==> src/rtl/rx_lane_sync.sv <==
// -----------------------------------------------------------------------------
// rx_lane_sync
//
// Lane synchronization controller for the two-lane receive path. Sits between
// the two deserializers and the two 8->32 converters. The datapath is held off
// until both lanes have shown a run of idle (comma) characters and then begin
// payload in the same cycle. Once locked, aligned byte pairs are forwarded with
// idle pairs stripped. Repeated lane errors drop the lock.
//
// Optional feature macro: RX_SYNC_STATS_EN
//   defined   : lock_loss_cnt counts error-driven lock losses (saturates at 255,
//               cleared only by reset)
//   undefined : lock_loss_cnt is tied to 8'h00, no counter is built
//
// Parameters:
//   BC_CODE     idle/comma character
//   LOCK_COUNT  consecutive valid idles required per lane (1..15)
//   ERR_LIMIT   errors while locked that force loss of lock (1..15)
//
// Ports:
//   clk            clock, all logic on rising edge
//   reset          asynchronous active-high reset
//   lane0_data/lane0_valid, lane1_data/lane1_valid  deserializer bytes
//   lane0_out/lane1_out  registered forwarded byte pair
//   lane_en        one-cycle strobe: lane outputs carry a new pair
//   active         lock indicator (state == ACTIVE)
//   state          00 SEARCH, 01 SYNC, 10 ACTIVE
//   err_cnt        error count while ACTIVE
//   lock_loss_cnt  lock-loss event count (see macro above)
// -----------------------------------------------------------------------------
module rx_lane_sync #(
  parameter logic [7:0]  BC_CODE    = 8'hBC,
  parameter int unsigned LOCK_COUNT = 4,
  parameter int unsigned ERR_LIMIT  = 3
) (
  input  logic       clk,
  input  logic       reset,
  input  logic [7:0] lane0_data,
  input  logic       lane0_valid,
  input  logic [7:0] lane1_data,
  input  logic       lane1_valid,
  output logic [7:0] lane0_out,
  output logic [7:0] lane1_out,
  output logic       lane_en,
  output logic       active,
  output logic [1:0] state,
  output logic [3:0] err_cnt,
  output logic [7:0] lock_loss_cnt
);

  typedef enum logic [1:0] {
    SEARCH  = 2'b00,
    SYNC    = 2'b01,
    ACTIVE  = 2'b10,
    ILLEGAL = 2'b11
  } state_t;

  localparam logic [3:0] LOCK_THR  = LOCK_COUNT[3:0];
  localparam logic [3:0] ERR_THR   = ERR_LIMIT[3:0];

  state_t     state_reg, state_next;
  logic [3:0] cnt0_reg, cnt0_next;
  logic [3:0] cnt1_reg, cnt1_next;
  logic [3:0] err_reg, err_next;
  logic [7:0] out0_reg, out0_next;
  logic [7:0] out1_reg, out1_next;
  logic       en_reg, en_next;
  logic       active_reg;
  logic       lock_loss_evt;

  // Per-lane event classification
  logic idle0, idle1, data0, data1;
  logic both_data, quiet_pair;

  assign idle0 = lane0_valid && (lane0_data == BC_CODE);
  assign idle1 = lane1_valid && (lane1_data == BC_CODE);
  assign data0 = lane0_valid && (lane0_data != BC_CODE);
  assign data1 = lane1_valid && (lane1_data != BC_CODE);
  assign both_data  = data0 && data1;
  // Pairs that neither forward nor count as an error: idle on both, or nothing.
  assign quiet_pair = (idle0 && idle1) || (!lane0_valid && !lane1_valid);

  function automatic logic [3:0] sat_inc(input logic [3:0] c);
    return (c == 4'hF) ? c : c + 4'd1;
  endfunction

  // State and datapath registers
  always_ff @(posedge clk or posedge reset) begin
    if (reset) begin
      state_reg  <= SEARCH;
      cnt0_reg   <= 4'd0;
      cnt1_reg   <= 4'd0;
      err_reg    <= 4'd0;
      out0_reg   <= 8'd0;
      out1_reg   <= 8'd0;
      en_reg     <= 1'b0;
      active_reg <= 1'b0;
    end else begin
      state_reg  <= state_next;
      cnt0_reg   <= cnt0_next;
      cnt1_reg   <= cnt1_next;
      err_reg    <= err_next;
      out0_reg   <= out0_next;
      out1_reg   <= out1_next;
      en_reg     <= en_next;
      active_reg <= (state_next == ACTIVE);
    end
  end

  // Next-state and datapath logic
  always_comb begin
    logic [3:0] err_sum;
    logic       fwd;
    state_next    = state_reg;
    cnt0_next     = cnt0_reg;
    cnt1_next     = cnt1_reg;
    err_next      = err_reg;
    lock_loss_evt = 1'b0;
    fwd           = 1'b0;
    err_sum       = err_reg + 4'd1;

    case (state_reg)
      SEARCH: begin
        if (idle0)      cnt0_next = sat_inc(cnt0_reg);
        else if (data0) cnt0_next = 4'd0;
        if (idle1)      cnt1_next = sat_inc(cnt1_reg);
        else if (data1) cnt1_next = 4'd0;
        // Lock qualification uses the counts including this edge's update.
        if ((cnt0_next >= LOCK_THR) && (cnt1_next >= LOCK_THR))
          state_next = SYNC;
      end
      SYNC: begin
        if (both_data) begin
          state_next = ACTIVE;
          err_next   = 4'd0;
          fwd        = 1'b1;
        end else if (!quiet_pair) begin
          // Lanes disagree on the start of payload: restart alignment.
          state_next = SEARCH;
          cnt0_next  = 4'd0;
          cnt1_next  = 4'd0;
        end
      end
      ACTIVE: begin
        if (both_data) begin
          fwd = 1'b1;
        end else if (!quiet_pair) begin
          if (err_sum == ERR_THR) begin
            state_next    = SEARCH;
            cnt0_next     = 4'd0;
            cnt1_next     = 4'd0;
            err_next      = 4'd0;
            lock_loss_evt = 1'b1;
          end else begin
            err_next = err_sum;
          end
        end
      end
      default: begin
        state_next = SEARCH;
        cnt0_next  = 4'd0;
        cnt1_next  = 4'd0;
        err_next   = 4'd0;
      end
    endcase

    en_next   = fwd;
    out0_next = fwd ? lane0_data : out0_reg;
    out1_next = fwd ? lane1_data : out1_reg;
  end

`ifdef RX_SYNC_STATS_EN
  logic [7:0] lock_loss_reg;

  always_ff @(posedge clk or posedge reset) begin
    if (reset)
      lock_loss_reg <= 8'd0;
    else if (lock_loss_evt && (lock_loss_reg != 8'hFF))
      lock_loss_reg <= lock_loss_reg + 8'd1;
  end

  assign lock_loss_cnt = lock_loss_reg;
`else
  logic unused_lock_loss;
  assign unused_lock_loss = lock_loss_evt;
  assign lock_loss_cnt    = 8'h00;
`endif

  assign lane0_out = out0_reg;
  assign lane1_out = out1_reg;
  assign lane_en   = en_reg;
  assign active    = active_reg;
  assign state     = state_reg;
  assign err_cnt   = err_reg;

endmodule

==> config.mk <==
export PLATFORM = sky130hd
export DESIGN_NAME = rx_lane_sync
export DESIGN_NICKNAME = d
export VERILOG_FILES = /design/src/rtl/rx_lane_sync.sv
export SDC_FILE = /design/constraint.sdc
export NUM_CORES = 1
export LEC_CHECK = 0
export CORE_MARGIN = 2
export CORE_UTILIZATION = 40
export DETAILED_ROUTE_END_ITERATION = 10
export PLACE_DENSITY = 0.7
export RECOVER_POWER = 25
export SLEW_MARGIN = 5
export SYNTH_ARGS = -nofsm -noshare
export SYNTH_HDL_FRONTEND = slang
export SYNTH_SLANG_ARGS = --single-unit
==> constraint.sdc <==
create_clock -name clk -period 2.1 [get_ports clk]
set_clock_uncertainty 0.1 [all_clocks]
set_input_delay 0.525 -clock clk [delete_from_list [all_inputs] [get_ports clk]]
set_output_delay 0.525 -clock clk [all_outputs]
set_load 0.02 [all_outputs]
==> qor.yml, run 1 <==
finish:
  final_nets: 317
  final_cell_area_um2: 3120
  drive_gt1_share_pct: 36.6
  fin_cells: 357
  syn2layout_area_growth_pct: 57.7
  postLayoutCoreUtil_pct: 65.7
  diodes: 0
placement:
  place_hpwl_mm: 3.56
  place_congestion: 0.904
  port_buffers: 43
  post_dp_cell_area_um2: 2730
  dp.cells: 336
status:
  status: "finished, violations left"
  violations: "negative setup slack"
global_routing:
  antenna_found_initial: 0
  grt_pass1_wl_mm: 8.94
  grt_max_degree: 33
  grt_pass1_vias: 1896
  grt.overflow.total: 0
  grt_usage_pct: 21.2
setup_path:
  critPathKind: "input pin to flop"
  critPathLaunchType: "input pin"
  crit_fanout: 5
  crit_required_ns: 2.17
  r2r_end: "cnt0_reg[2]$_DFFE_PP0P_"
  crit_arrival_ns: 2.34
  reg2reg_depth: 5
  rrSetupSlack_ns: 0.03
  cp-end-kind: "flop"
  worstReg2RegStart: "err_cnt[0]$_DFFE_PP0P_"
run:
  maxCapViolCount: 0
clock_tree:
  cts_root_buffer: "clkbuf_8"
  holdBufCountCts: 0
  clkLatencyLatePin_ns: 0.29
  cts_buffer_depth: 2
  cts_tree: "yes"
  clkTransAtPathRegs_ns: 0.07
  cts_sinks: 32
  cts_buffers: 5
  ctsHtreeMaxLevel: 2
sta:
  maxSlewHeadroom_pct: 47.8
  finalHoldViolCount: 0
  post-route-period-util_pct: 108
  layout_setup_ws_ns: -0.170
  finalMaxSlewViolations: 0
  min_period_ns: 2.27
  tightest_slew_ns: 0.783
  tns_ns: -2.21
  fmax_mhz: 441
  setup_violations: 29
  rsz0062_at_grt: "yes"
yosys:
  yosysTopAreaCell: "dfrtp_1"
  synth.area.top_cells: "dfrtp_1, mux2_2, ha_1, buf_4, inv_1"
  syn-cell-area_um2: 1980
  yosysUniqueCellTypes: 48
  post_synth.cell_area_avg_um2: 10.2
  synth_edf_count: 0
  yosysMostFrequentCell: "dfrtp_1"
  synth_commonest_cells: "dfrtp_1, mux2_2, inv_1, nand2_1, nor2_1"
  syn_inst: 195
  synth_flop_cell: "dfrtp_1"
  synth-seq-area-share_pct: 40.5
  synth-seq-cells: 32
  async_flop_share_pct: 100
  yosys.area.top_type_share_pct: 40.5
  yosysWarnings: 0
die:
  initial_utilization_pct: 41.6
  row_count: 25
  die_y_um: 74.3
  die_w_um: 74.3
  core-area_um2: 4750
  dieArea_um2: 5530
  pin_count: 52
drt:
  routed_wl_mm: 5.57
  postRouteAntennaNets: 0
  wl_per_cell_um: 15.6
  drtIter0Drc: 152
  first_pass_iters: 4
  route.detailed.drc: 0
  viasPerCell: 5.27
  num_vias: 1881
power:
  power.density_nw_per_um2: 1020
  max-vdd-ir-drop_v: 0.000833
  power.leakage_nw: 1.55
hold_path:
  min_from: "lane0_data[1]"
  holdPathStages: 2
  hold_class: "input pin to flop"
  whs_endpoint: "lane0_out[1]$_DFFE_PP0P_"
## cells by family after synthesis
family | share of synthesized area, %
AND/OR/NAND/NOR | 16.4
flip-flops | 40.5
AO/OA/AOI/OAI | 18.0
adder cells (fa/ha/maj) | 5.06
XOR/XNOR | 0.443
other | 0.189
buffers and inverters | 7.21
multiplexers | 12.2
## how the worst max path moves through the flow
stage	slack [ns]	endpoint	from	depth (start not counted)
after CTS	-0.11	lane0_out[7]$_DFFE_PP0P_	lane0_data[1]	7
after floorplan	-0.29	lane0_out[2]$_DFFE_PP0P_	lane0_data[6]	6
after global placement	-0.72	err_cnt[1]$_DFFE_PP0P_	lane0_data[6]	6
after global routing	-0.19	lane0_out[7]$_DFFE_PP0P_	lane0_data[6]	8
after detailed placement	-0.78	err_cnt[0]$_DFFE_PP0P_	lane0_data[6]	6
final	-0.17	lane0_out[7]$_DFFE_PP0P_	lane0_data[6]	8
## per-layer routing
layer	wire (µm)	vias up	GRT usage, %
li1	-	896	-
met1	2410	931	26.9
met2	2880	47	37.0
met3	189	7	3.39
met4	92	0	6.94
met5	0	-	0
## placed cells by master, fill, tap and decap left out, drive strengths merged, types with 3 or more instances in the layout
master,netlist,final
nand2,13,13
o41ai,3,3
nor2,12,12
nand3,9,9
dfrtp,32,32
buf,10,53
clkdlybuf4s50,0,23
dlygate4sd2,0,12
o31ai,4,4
mux2,19,19
nand3b,3,3
o21ai,9,9
nand4,6,6
a211oi,3,3
o211ai,5,5
or2,3,3
ha,8,8
a21boi,3,3
inv,13,13
clkbuf,4,8
a21o,4,4
dlymetal6s2s,0,3
conb,1,8
## per-stage QoR
stage / hold slack, ns / setup WS (ns) / power [mW]
finish: 0.375 / -0.170 / 3.17
detailed placement: 0.393 / -0.780 / 2.45
global route: 0.366 / -0.193 / 3.36
floorplan: 0.409 / -0.291 / 1.75
CTS: 0.362 / -0.108 / 3.10
global placement: 0.387 / -0.724 / 2.44
## layout make-up
type / count / area [µm²]
clock buffer: 6 / 82.6
clock inverter: 2 / 10.0
fill: 386 / 1630
inverter: 13 / 48.8
multi-input combinational: 143 / 1230
sequential: 32 / 801
tap: 67 / 83.8
timing repair buffer: 94 / 868
## worst max-delay path, stage by stage
cell	delay, ns
buf_6	0.10
or4b_4	0.58
or2_4	0.30
nand4_1	0.15
buf_4	0.16
buf_12	0.10
buf_16	0.10
mux2_2	0.32
## report_power, final
| part | internal [mW] | switching, mW | leakage (nW) |
|---|---|---|---|
| sequential | 0.823 | 0.137 | 0.410 |
| combinational | 0.923 | 0.795 | 1.09 |
| clock | 0.261 | 0.231 | 0.0510 |
| total | 2.01 | 1.16 | 1.55 |
## timing repair
item	4_1_cts	5_1_grt
gates resized for setup	52	30
setup buffers	7	5
pin swaps	8	12
setup endpoints to repair	32	32
cloned	2	0
Note: power is estimated with default switching activity, not from simulation.
==> run 2, diff against run 1 <==
--- a/config.mk
+++ b/config.mk
@@ -7,6 +7,7 @@
 export LEC_CHECK = 0
 export CORE_MARGIN = 2
 export CORE_UTILIZATION = 40
+export CTS_CLUSTER_DIAMETER = 80
 export DETAILED_ROUTE_END_ITERATION = 10
 export PLACE_DENSITY = 0.7
 export RECOVER_POWER = 25
==> results of run 2 <==
Final layout, timing and power as in run 1 (identical DEF).
